### config.mk
export PLATFORM = sky130hd
export DESIGN_NAME = mem_bridge_flat
export DESIGN_NICKNAME = d
export VERILOG_FILES = /design/src/rtl/mem_bridge_pkg.sv /design/src/rtl/mem_bridge_if.sv /design/src/rtl/mem_bridge_addr_map.sv /design/src/rtl/mem_bridge.sv /design/src/flat_wrapper.sv
export SDC_FILE = /design/constraint.sdc
export NUM_CORES = 1
export LEC_CHECK = 0
export CAP_MARGIN = 10
export CORE_AREA = 2 2 121 123
export DETAILED_ROUTE_END_ITERATION = 10
export DIE_AREA = 0 0 123 125
export PLACE_DENSITY = 0.83
export SLEW_MARGIN = 10
export SYNTH_ARGS = -nofsm -noshare
export SYNTH_HDL_FRONTEND = slang
export SYNTH_SLANG_ARGS = --single-unit
### constraint.sdc
create_clock -name clk -period 3.52 [get_ports clk]
set_input_delay 0.352 -clock clk [delete_from_list [all_inputs] [get_ports clk]]
set_output_delay 0.352 -clock clk [all_outputs]
set_load 0.005 [all_outputs]
### src/rtl/mem_bridge_pkg.sv
// mem_bridge_pkg: shared state encoding and constants for the memory bridge
package mem_bridge_pkg;
    typedef enum logic [1:0] {IDLE, ADDR, DATA} state_t;
    localparam logic CH_I = 1'b0;
    localparam logic CH_D = 1'b1;
    localparam logic [1:0] KSEG_HI = 2'b10;
endpackage

### src/rtl/mem_bridge_if.sv
// mem_bridge_if: instruction/data channels plus the shared memory bus
interface mem_bridge_if #(
    parameter int ADDR_W = 32,
    parameter int DATA_W = 32
);
    logic              i_req;
    logic [DATA_W/8-1:0] i_wstrb;
    logic [ADDR_W-1:0] i_addr;
    logic [DATA_W-1:0] i_wdata;
    logic [DATA_W-1:0] i_rdata;
    logic              i_done;
    logic              i_stall;
    logic              d_req;
    logic [DATA_W/8-1:0] d_wstrb;
    logic [ADDR_W-1:0] d_addr;
    logic [DATA_W-1:0] d_wdata;
    logic [DATA_W-1:0] d_rdata;
    logic              d_done;
    logic              d_stall;
    logic              bus_req;
    logic              bus_wr;
    logic [DATA_W/8-1:0] bus_wstrb;
    logic [ADDR_W-1:0] bus_addr;
    logic [DATA_W-1:0] bus_wdata;
    logic              bus_addr_ok;
    logic              bus_data_ok;
    logic [DATA_W-1:0] bus_rdata;

    modport master (
        input  i_req, i_wstrb, i_addr, i_wdata,
        output i_rdata, i_done, i_stall,
        input  d_req, d_wstrb, d_addr, d_wdata,
        output d_rdata, d_done, d_stall,
        output bus_req, bus_wr, bus_wstrb, bus_addr, bus_wdata,
        input  bus_addr_ok, bus_data_ok, bus_rdata
    );

    modport slave (
        output i_req, i_wstrb, i_addr, i_wdata,
        input  i_rdata, i_done, i_stall,
        output d_req, d_wstrb, d_addr, d_wdata,
        input  d_rdata, d_done, d_stall,
        input  bus_req, bus_wr, bus_wstrb, bus_addr, bus_wdata,
        output bus_addr_ok, bus_data_ok, bus_rdata
    );
endinterface

### src/rtl/mem_bridge_addr_map.sv
// mem_addr_map: kseg0/kseg1 virtual-to-physical mapping, other segments pass through
module mem_addr_map
    import mem_bridge_pkg::*;
#(
    parameter int ADDR_W = 32,
    parameter bit MAP_KSEG = 1'b1
) (
    input  logic [ADDR_W-1:0] addr,
    output logic [ADDR_W-1:0] phys
);
    always_comb phys = (MAP_KSEG && addr[ADDR_W-1 -: 2] == KSEG_HI) ? {3'b000, addr[ADDR_W-4:0]} : addr;
endmodule

### src/rtl/mem_bridge.sv
// mem_bridge: arbitrates instruction/data channels onto one handshaked memory bus
module mem_bridge
    import mem_bridge_pkg::*;
#(
    parameter int ADDR_W = 32,
    parameter int DATA_W = 32,
    parameter bit MAP_KSEG = 1'b1,
    parameter bit DATA_FIRST = 1'b1
) (
    input logic clk,
    input logic rst,
    mem_bridge_if.master mb
);
    localparam int SW = DATA_W / 8;

    state_t state, state_nx;
    logic pend_i, pend_d, grant_d, latch, finish, owner;
    logic i_done_q, d_done_q;
    logic [SW-1:0] wstrb_q;
    logic [ADDR_W-1:0] addr_q, sel_addr, map_addr;
    logic [DATA_W-1:0] wdata_q, i_rdata_q, d_rdata_q;

    // a channel whose done is pulsing this cycle is not a new request yet
    assign pend_i = mb.i_req & ~i_done_q;
    assign pend_d = mb.d_req & ~d_done_q;
    assign grant_d = pend_d & (DATA_FIRST | ~pend_i);
    assign sel_addr = grant_d ? mb.d_addr : mb.i_addr;
    assign latch = state == IDLE && (pend_i || pend_d);
    assign finish = state == DATA && mb.bus_data_ok;

    mem_addr_map #(.ADDR_W(ADDR_W), .MAP_KSEG(MAP_KSEG)) u_map (
        .addr(sel_addr),
        .phys(map_addr)
    );

    always_ff @(posedge clk) state <= rst ? IDLE : state_nx;

    always_comb begin
        state_nx = latch ? ADDR
                 : (state == ADDR && mb.bus_addr_ok) ? DATA
                 : finish ? IDLE
                 : state;
    end

    always_comb begin
        mb.bus_req   = state == ADDR;
        mb.bus_wr    = |wstrb_q;
        mb.bus_wstrb = wstrb_q;
        mb.bus_addr  = addr_q;
        mb.bus_wdata = wdata_q;
        mb.i_rdata   = i_rdata_q;
        mb.d_rdata   = d_rdata_q;
        mb.i_done    = i_done_q;
        mb.d_done    = d_done_q;
        mb.i_stall   = pend_i;
        mb.d_stall   = pend_d;
    end

    always_ff @(posedge clk) begin
        if (rst) begin
            owner     <= CH_I;
            wstrb_q   <= '0;
            addr_q    <= '0;
            wdata_q   <= '0;
            i_rdata_q <= '0;
            d_rdata_q <= '0;
            i_done_q  <= 1'b0;
            d_done_q  <= 1'b0;
        end else begin
            i_done_q <= finish && owner == CH_I;
            d_done_q <= finish && owner == CH_D;
            if (latch) begin
                owner   <= grant_d;
                wstrb_q <= grant_d ? mb.d_wstrb : mb.i_wstrb;
                addr_q  <= map_addr;
                wdata_q <= grant_d ? mb.d_wdata : mb.i_wdata;
            end
            if (finish && ~|wstrb_q && owner == CH_I) i_rdata_q <= mb.bus_rdata;
            if (finish && ~|wstrb_q && owner == CH_D) d_rdata_q <= mb.bus_rdata;
        end
    end
endmodule

### src/flat_wrapper.sv
// flat-port wrapper written by rule: the top's interface ports become plain ports
module mem_bridge_flat import mem_bridge_pkg::*;
#(
    parameter int ADDR_W = 32,
    parameter int DATA_W = 32,
    parameter bit MAP_KSEG = 1'b1,
    parameter bit DATA_FIRST = 1'b1
)
  (clk, rst, mb_i_req, mb_i_wstrb, mb_i_addr, mb_i_wdata, mb_i_rdata, mb_i_done, mb_i_stall, mb_d_req, mb_d_wstrb, mb_d_addr, mb_d_wdata, mb_d_rdata, mb_d_done, mb_d_stall, mb_bus_req, mb_bus_wr, mb_bus_wstrb, mb_bus_addr, mb_bus_wdata, mb_bus_addr_ok, mb_bus_data_ok, mb_bus_rdata);
  mem_bridge_if #(.ADDR_W(ADDR_W), .DATA_W(DATA_W)) mb_i ();
  input logic clk;
  input logic rst;
  input wire logic [$bits(mb_i.i_req)-1:0] mb_i_req;
  input wire logic [$bits(mb_i.i_wstrb)-1:0] mb_i_wstrb;
  input wire logic [$bits(mb_i.i_addr)-1:0] mb_i_addr;
  input wire logic [$bits(mb_i.i_wdata)-1:0] mb_i_wdata;
  output wire logic [$bits(mb_i.i_rdata)-1:0] mb_i_rdata;
  output wire logic [$bits(mb_i.i_done)-1:0] mb_i_done;
  output wire logic [$bits(mb_i.i_stall)-1:0] mb_i_stall;
  input wire logic [$bits(mb_i.d_req)-1:0] mb_d_req;
  input wire logic [$bits(mb_i.d_wstrb)-1:0] mb_d_wstrb;
  input wire logic [$bits(mb_i.d_addr)-1:0] mb_d_addr;
  input wire logic [$bits(mb_i.d_wdata)-1:0] mb_d_wdata;
  output wire logic [$bits(mb_i.d_rdata)-1:0] mb_d_rdata;
  output wire logic [$bits(mb_i.d_done)-1:0] mb_d_done;
  output wire logic [$bits(mb_i.d_stall)-1:0] mb_d_stall;
  output wire logic [$bits(mb_i.bus_req)-1:0] mb_bus_req;
  output wire logic [$bits(mb_i.bus_wr)-1:0] mb_bus_wr;
  output wire logic [$bits(mb_i.bus_wstrb)-1:0] mb_bus_wstrb;
  output wire logic [$bits(mb_i.bus_addr)-1:0] mb_bus_addr;
  output wire logic [$bits(mb_i.bus_wdata)-1:0] mb_bus_wdata;
  input wire logic [$bits(mb_i.bus_addr_ok)-1:0] mb_bus_addr_ok;
  input wire logic [$bits(mb_i.bus_data_ok)-1:0] mb_bus_data_ok;
  input wire logic [$bits(mb_i.bus_rdata)-1:0] mb_bus_rdata;
  assign mb_i.i_req = mb_i_req;
  assign mb_i.i_wstrb = mb_i_wstrb;
  assign mb_i.i_addr = mb_i_addr;
  assign mb_i.i_wdata = mb_i_wdata;
  assign mb_i_rdata = mb_i.i_rdata;
  assign mb_i_done = mb_i.i_done;
  assign mb_i_stall = mb_i.i_stall;
  assign mb_i.d_req = mb_d_req;
  assign mb_i.d_wstrb = mb_d_wstrb;
  assign mb_i.d_addr = mb_d_addr;
  assign mb_i.d_wdata = mb_d_wdata;
  assign mb_d_rdata = mb_i.d_rdata;
  assign mb_d_done = mb_i.d_done;
  assign mb_d_stall = mb_i.d_stall;
  assign mb_bus_req = mb_i.bus_req;
  assign mb_bus_wr = mb_i.bus_wr;
  assign mb_bus_wstrb = mb_i.bus_wstrb;
  assign mb_bus_addr = mb_i.bus_addr;
  assign mb_bus_wdata = mb_i.bus_wdata;
  assign mb_i.bus_addr_ok = mb_bus_addr_ok;
  assign mb_i.bus_data_ok = mb_bus_data_ok;
  assign mb_i.bus_rdata = mb_bus_rdata;
  mem_bridge #(.ADDR_W(ADDR_W), .DATA_W(DATA_W), .MAP_KSEG(MAP_KSEG), .DATA_FIRST(DATA_FIRST)) u_core (.clk(clk), .rst(rst), .mb(mb_i));
endmodule
### Word level (Yosys, flattened, before mapping)

Index checks and enable logic that the tools add are counted.

* register bits: 137

* equality and inequality tests: 3
* multiplexer cells: 7
* bitwise operators: 5
* reductions and logical operators: 15

Operators with widths (number)
* 32-bit 2-to-1 mux: 3
* 1-bit logical AND: 8
* 2-bit == test, second input constant: 2
* 2-bit 2-to-1 mux: 2
* 4-bit 2-to-1 mux: 1
* 4-bit OR reduction: 1
* 1-bit inverter: 3
* 3-bit nonzero test: 1
* 1-bit bitwise AND: 2
* 2-bit by 1-bit == test with 1-bit output, second input constant: 1
* 2-bit logical NOT: 1
* 2-bit nonzero test: 1
* 2-bit OR reduction: 1
* 1-bit logical NOT: 1
* 1-bit logical OR: 1
* 1-bit 2-to-1 mux: 1

### Depth between registers and ports, before layout

* depth after elaboration: 5
* depth in mapped cells: 8
* mapped depth without buffers: 5

### Cells and area by module

From an unflattened synthesis, not the netlist that was laid out.

* cells, all modules: 787
* area total of the unflattened synthesis: 6900.4 µm²

By module, submodules not included
* mem_bridge: times used 1, cells each 754, area each 6656.4 µm²
* mem_addr_map: times used 1, cells each 33, area each 244.0 µm²

### Worst setup path after synthesis

OpenSTA, ideal clock, no wires.

* path kind: register to register
* start: register u_core.wstrb_q[3] (netlist: u_core.mb.bus_wstrb[3])
* end: register u_core.d_rdata_q[5] (netlist: u_core.mb.d_rdata[5])
* library setup time: 0.132 ns
* arrival time: 1.678 ns
* data required time: 3.388 ns
* slack: 1.710 ns
* stages on the path, launching flop included: 8
* buffers on the path: 3
* clock period less this slack: 1.810 ns
* cell sequence: dfxtp_1 or4_1 buf_2 or3_1 buf_2 buf_6 nand2_1 a21oi_1

* word-level cells in the longest chain between the ends: 4

Ends and longest elaborated chain
* start, declared: RTL line mem_bridge.sv:19 `logic [SW-1:0] wstrb_q;`
* start signal, assigned: RTL line mem_bridge.sv:74 `wstrb_q <= grant_d ? mb.d_wstrb : mb.i_wstrb;`
* 4-bit OR reduction
* net mb_bus_wr: RTL line flat_wrapper.sv:28 `output wire logic [$bits(mb_i.bus_wr)-1:0] mb_bus_wr;`
* 1-bit logical NOT: RTL line mem_bridge.sv:79 `if (finish && ~|wstrb_q && owner == CH_D) d_rdata_q <= mb.bus_rdata;`
* 1-bit logical AND (2 in a row): RTL line mem_bridge.sv:79
* end signal, assigned: RTL line mem_bridge.sv:79
* end, declared: RTL line mem_bridge.sv:21 `logic [DATA_W-1:0] wdata_q, i_rdata_q, d_rdata_q;`

The timed path passes the listed nets, and every way through them passes these cells.
A chain may end at the register's enable or synchronous reset.

### Worst setup path in the final report

* start: register u_core.wstrb_q[3] (netlist: u_core.mb.bus_wstrb[3])
* end: register u_core.d_rdata_q[17] (netlist: u_core.mb.d_rdata[17])

* word-level cells in the longest chain between the ends: 4

Ends and longest elaborated chain (RTL line)
* 4-bit OR reduction: mem_bridge.sv:79
* 1-bit logical NOT: mem_bridge.sv:79
* 1-bit logical AND (2 in a row): mem_bridge.sv:79

No other way between the ends.

==> summary.txt <==
Worst setup path
  – R2R depth: 4
  – Worst R2R Start: u_core.mb.bus_wstrb[3]$_SDFFE_PP0P_
  – Critical Path RT: roughly 3.8 ns
  – Kind of critical path: flip-flop to flip-flop
  – CP cell instances: or4_1, or3_1, nand2_1, a21oi_1
  – WP data arrival: between 2 and 3 ns
  – FF-to-FF End: u_core.mb.d_rdata[17]$_SDFFE_PP0P_
  – Reg2Reg Setup Slack: between 1 and 1.5 ns
  – Peak fanout along the critical path: 32
  – Slowest stage delay, CP: between 0.8 and 0.9 ns
  – Critical Path End Type: flip-flop
  – CP startpoint kind: flip-flop
  – CP delay by family, top: simple AND/OR/NAND/NOR gates
  – Slowest cell on the critical path: or3_1
  – WP buf/inv: 0

Place
  – HPWL Detailed: 13310 um
  – Routability cong.: ~0.83
  – PortBufs: between 300 and 400
  – Cells after DPL: between 1000 and 1500
  – Placed cell areas: between 0.008 and 0.009 mm2

Clock network
  – Clock tree sinks: approximately 140
  – Post-CTS Hold Buffers: 0
  – Post-CTS setup buffer count: 0
  – Clk Latency, worst-skew pair: a little over 0.4 ns
  – CTS root buffer: clkbuf_16
  – Longest Clk Path Bufs: 2
  – Reg clk slew, reported paths: roughly 0.060 ns
  – CTS tree: built
  – CTS H-tree depth: 4
  – Num CTS Buffers: 17
  – # resized after CTS: 0

Die
  – Die area: between 0.015 and 0.02 mm2
  – I/O Pins: ~310
  – Chip height: between 100 and 150 um
  – Row Count: 44
  – Initial core utilization: between 30% and 40%
  – Die W: ~120 um
  – Core Region: between 0.01 and 0.015 mm2

Finish
  – Commonest non-fill, non-tap cell in the layout: clkdlybuf4s50_1
  – Cell area after layout: ~0.0091 mm2
  – Diode count: 0
  – Final net count: 1141
  – Share of cells above drive strength 1: under 10%
  – P&R area growth vs syn: 70.10%
  – Post-route insts no fill: ~1200
  – Most frequent cells in the layout: 310 x clkdlybuf4s50_1, 261 x nand2_1, 137 x dfxtp_1

Hold path
  – Hold EP: u_core.mb.i_rdata[31]$_SDFFE_PP0P_
  – Worst Hold Launch: u_core.mb.i_rdata[31]$_SDFFE_PP0P_
  – Worst Hold Depth: 2
  – Worst hold path class: flip-flop to flip-flop

Global routing
  – First-pass GRT wire length: around 28000 um
  – Gr usage total: about a quarter
  – Vias in the first global route: roughly 5400
  – Antenna violations before repair: 0
  – GRT overflow: 0
  – Largest net degree at the start of global routing: 73

Synthesis
  – Post-synth EDFFs: 0
  – Synth Area in XOR/XNOR: 0%
  – Syn nets: 861
  – Post-synthesis adder-cell area fraction: 0%
  – Post-Synth Simple-Gate Area: between 20% and 30%
  – Register bit total from synthesis: between 100 and 150
  – Async S/R FF share, synth: 0%
  – Top FF cell, synth: dfxtp_1
  – Top cells by area, synth: dfxtp_1 51%, nand2_1 18%, a311oi_1 11%, a21oi_1 6.3%, nor2_1 5.0%
  – Mapped cell area: about 0.0054 mm2
  – Mux cell area share after synthesis: 0%
  – Largest area contributor in the synthesized netlist: dfxtp_1
  – Compound-cell area share of the yosys netlist: between 10% and 20%
  – Mapped Cells: about 690
  – Main combinational cell family by area after synthesis: simple AND/OR/NAND/NOR gates
  – Seq/Total Area, Yosys: around half
  – Netlist cell types: 24
  – Mean Syn Cell Area: slightly below 8 um2
  – Top-area cell type share of the netlist area: between 50% and 60%
  – Syn. warnings: 0

Power and ir drop
  – Power Density: roughly 470 mW/mm2
  – Pwr Total: ~4200 uW
  – Leak Pwr: 0.003324 uW
  – Maximum VDD drop: between 0.2 and 0.3 mV

Route
  – DRT Wirelength: roughly 18000 um
  – Routed length per instance: 15.82 um
  – DR iter-0 viols: ~320
  – DRC Markers: 0
  – First-pass DRT Iterations: 5
  – DRT antenna net count: 0
  – Vias per cell: 4.955
  – Via count: ~5800

STA
  – Setup-failing EPs final: 0
  – Final Hold Viols: 0
  – Unrepaired setup endpoints after global routing: no
  – Worst hold slack: around 0.45 ns
  – Skew final: about 0.006 ns
  – Max Fclk: around 430 MHz
  – Setup_tns: 0 ns
  – Slew margin rel.: a little over a quarter
  – Crit path time final: about 2.3 ns
  – Final period utilization: between 60% and 70%
  – Least-Margin Pin Slew: ~1.1 ns
  – Final count of pins violating max slew: 0

Job
  – # Max-Cap Violations: 0

Status
  – Status: finished, final reports clean
-- sequential cells by signal, indices dropped and copies added (netlist names) --
name                 flops
u_core.mb.bus_addr      32
u_core.mb.bus_wdata     32
u_core.mb.bus_wstrb      4
u_core.mb.d_done         1
u_core.mb.d_rdata       32
u_core.mb.i_done         1
u_core.mb.i_rdata       32
u_core.owner             1
u_core.state             2
-- through the flow --
| step | utilization, % | worst slack, ns |
|---|---|---|
| floorplan | - | 1.710 |
| global placement | 60.03 | 1.100 |
| detailed placement | 60.03 | 1.030 |
| CTS | 64.14 | 1.086 |
| global route | 64.15 | 1.060 |
| finish | 64.15 | 1.190 |
-- metal layers --
metal	routed length (um)	track usage [%]	vias to the layer above	part of all wire [%]
met5	0	0	-	0
met4	439	8.757	0	2.4
met3	1890	9.033	33	10
met2	9123	39.55	247	50
met1	6939	27.72	2617	38
li1	-	-	2866	-
-- area by class of cell --
class	instances	area, um2
clock inverter	7	91.34
fill	1221	5092
sequential	137	2743
multi-input combinational	487	2333
clock buffer	24	491.7
timing repair buffer	321	3211
inverter	3	11.26
tap	184	230.2
-- cell usage after synthesis (4+ instances only) --
cell type,n
nand2_1,261
a311oi_1,67
dfxtp_1,137
nor2_1,71
clkbuf_1,35
buf_2,18
a21oi_1,67
nand2b_1,4
buf_6,6
-- worst register-to-register path: cells and delay by family (launching register included) --
family | cells | cell delay [ns]
flops | 1 | 0.31
compound gates | 1 | 0.09
simple gates | 3 | 1.78
-- cells by family (layout without fill, tap and decap cells) --
family                 after synthesis  after routing
buffers and inverters               63            355
AO/OA/AOI/OAI                      139            139
flip-flops                         137            137
AND/OR/NAND/NOR                    348            348
-- report_power, final --
part / internal, uW / total (uW) / switching (uW)
Combinational: 459 / 781 / 322
Sequential: 1660 / 1720 / 60.4
Clock: 1110 / 1750 / 636
Total: 3230 / 4250 / 1020
-- worst max path at each step --
stage	to	depth (start not counted)	from
final	u_core.mb.d_rdata[17]$_SDFFE_PP0P_	4	u_core.mb.bus_wstrb[3]$_SDFFE_PP0P_
after global routing	u_core.mb.d_rdata[3]$_SDFFE_PP0P_	4	u_core.mb.bus_wstrb[3]$_SDFFE_PP0P_
after CTS	u_core.mb.i_rdata[30]$_SDFFE_PP0P_	4	u_core.mb.bus_wstrb[3]$_SDFFE_PP0P_
after detailed placement	u_core.mb.i_rdata[30]$_SDFFE_PP0P_	5	mb_bus_data_ok
after global placement	u_core.mb.i_rdata[1]$_SDFFE_PP0P_	5	mb_bus_data_ok
after floorplan	u_core.mb.d_rdata[5]$_SDFFE_PP0P_	7	u_core.mb.bus_wstrb[3]$_SDFFE_PP0P_
Note: power is estimated with default switching activity, not from simulation.
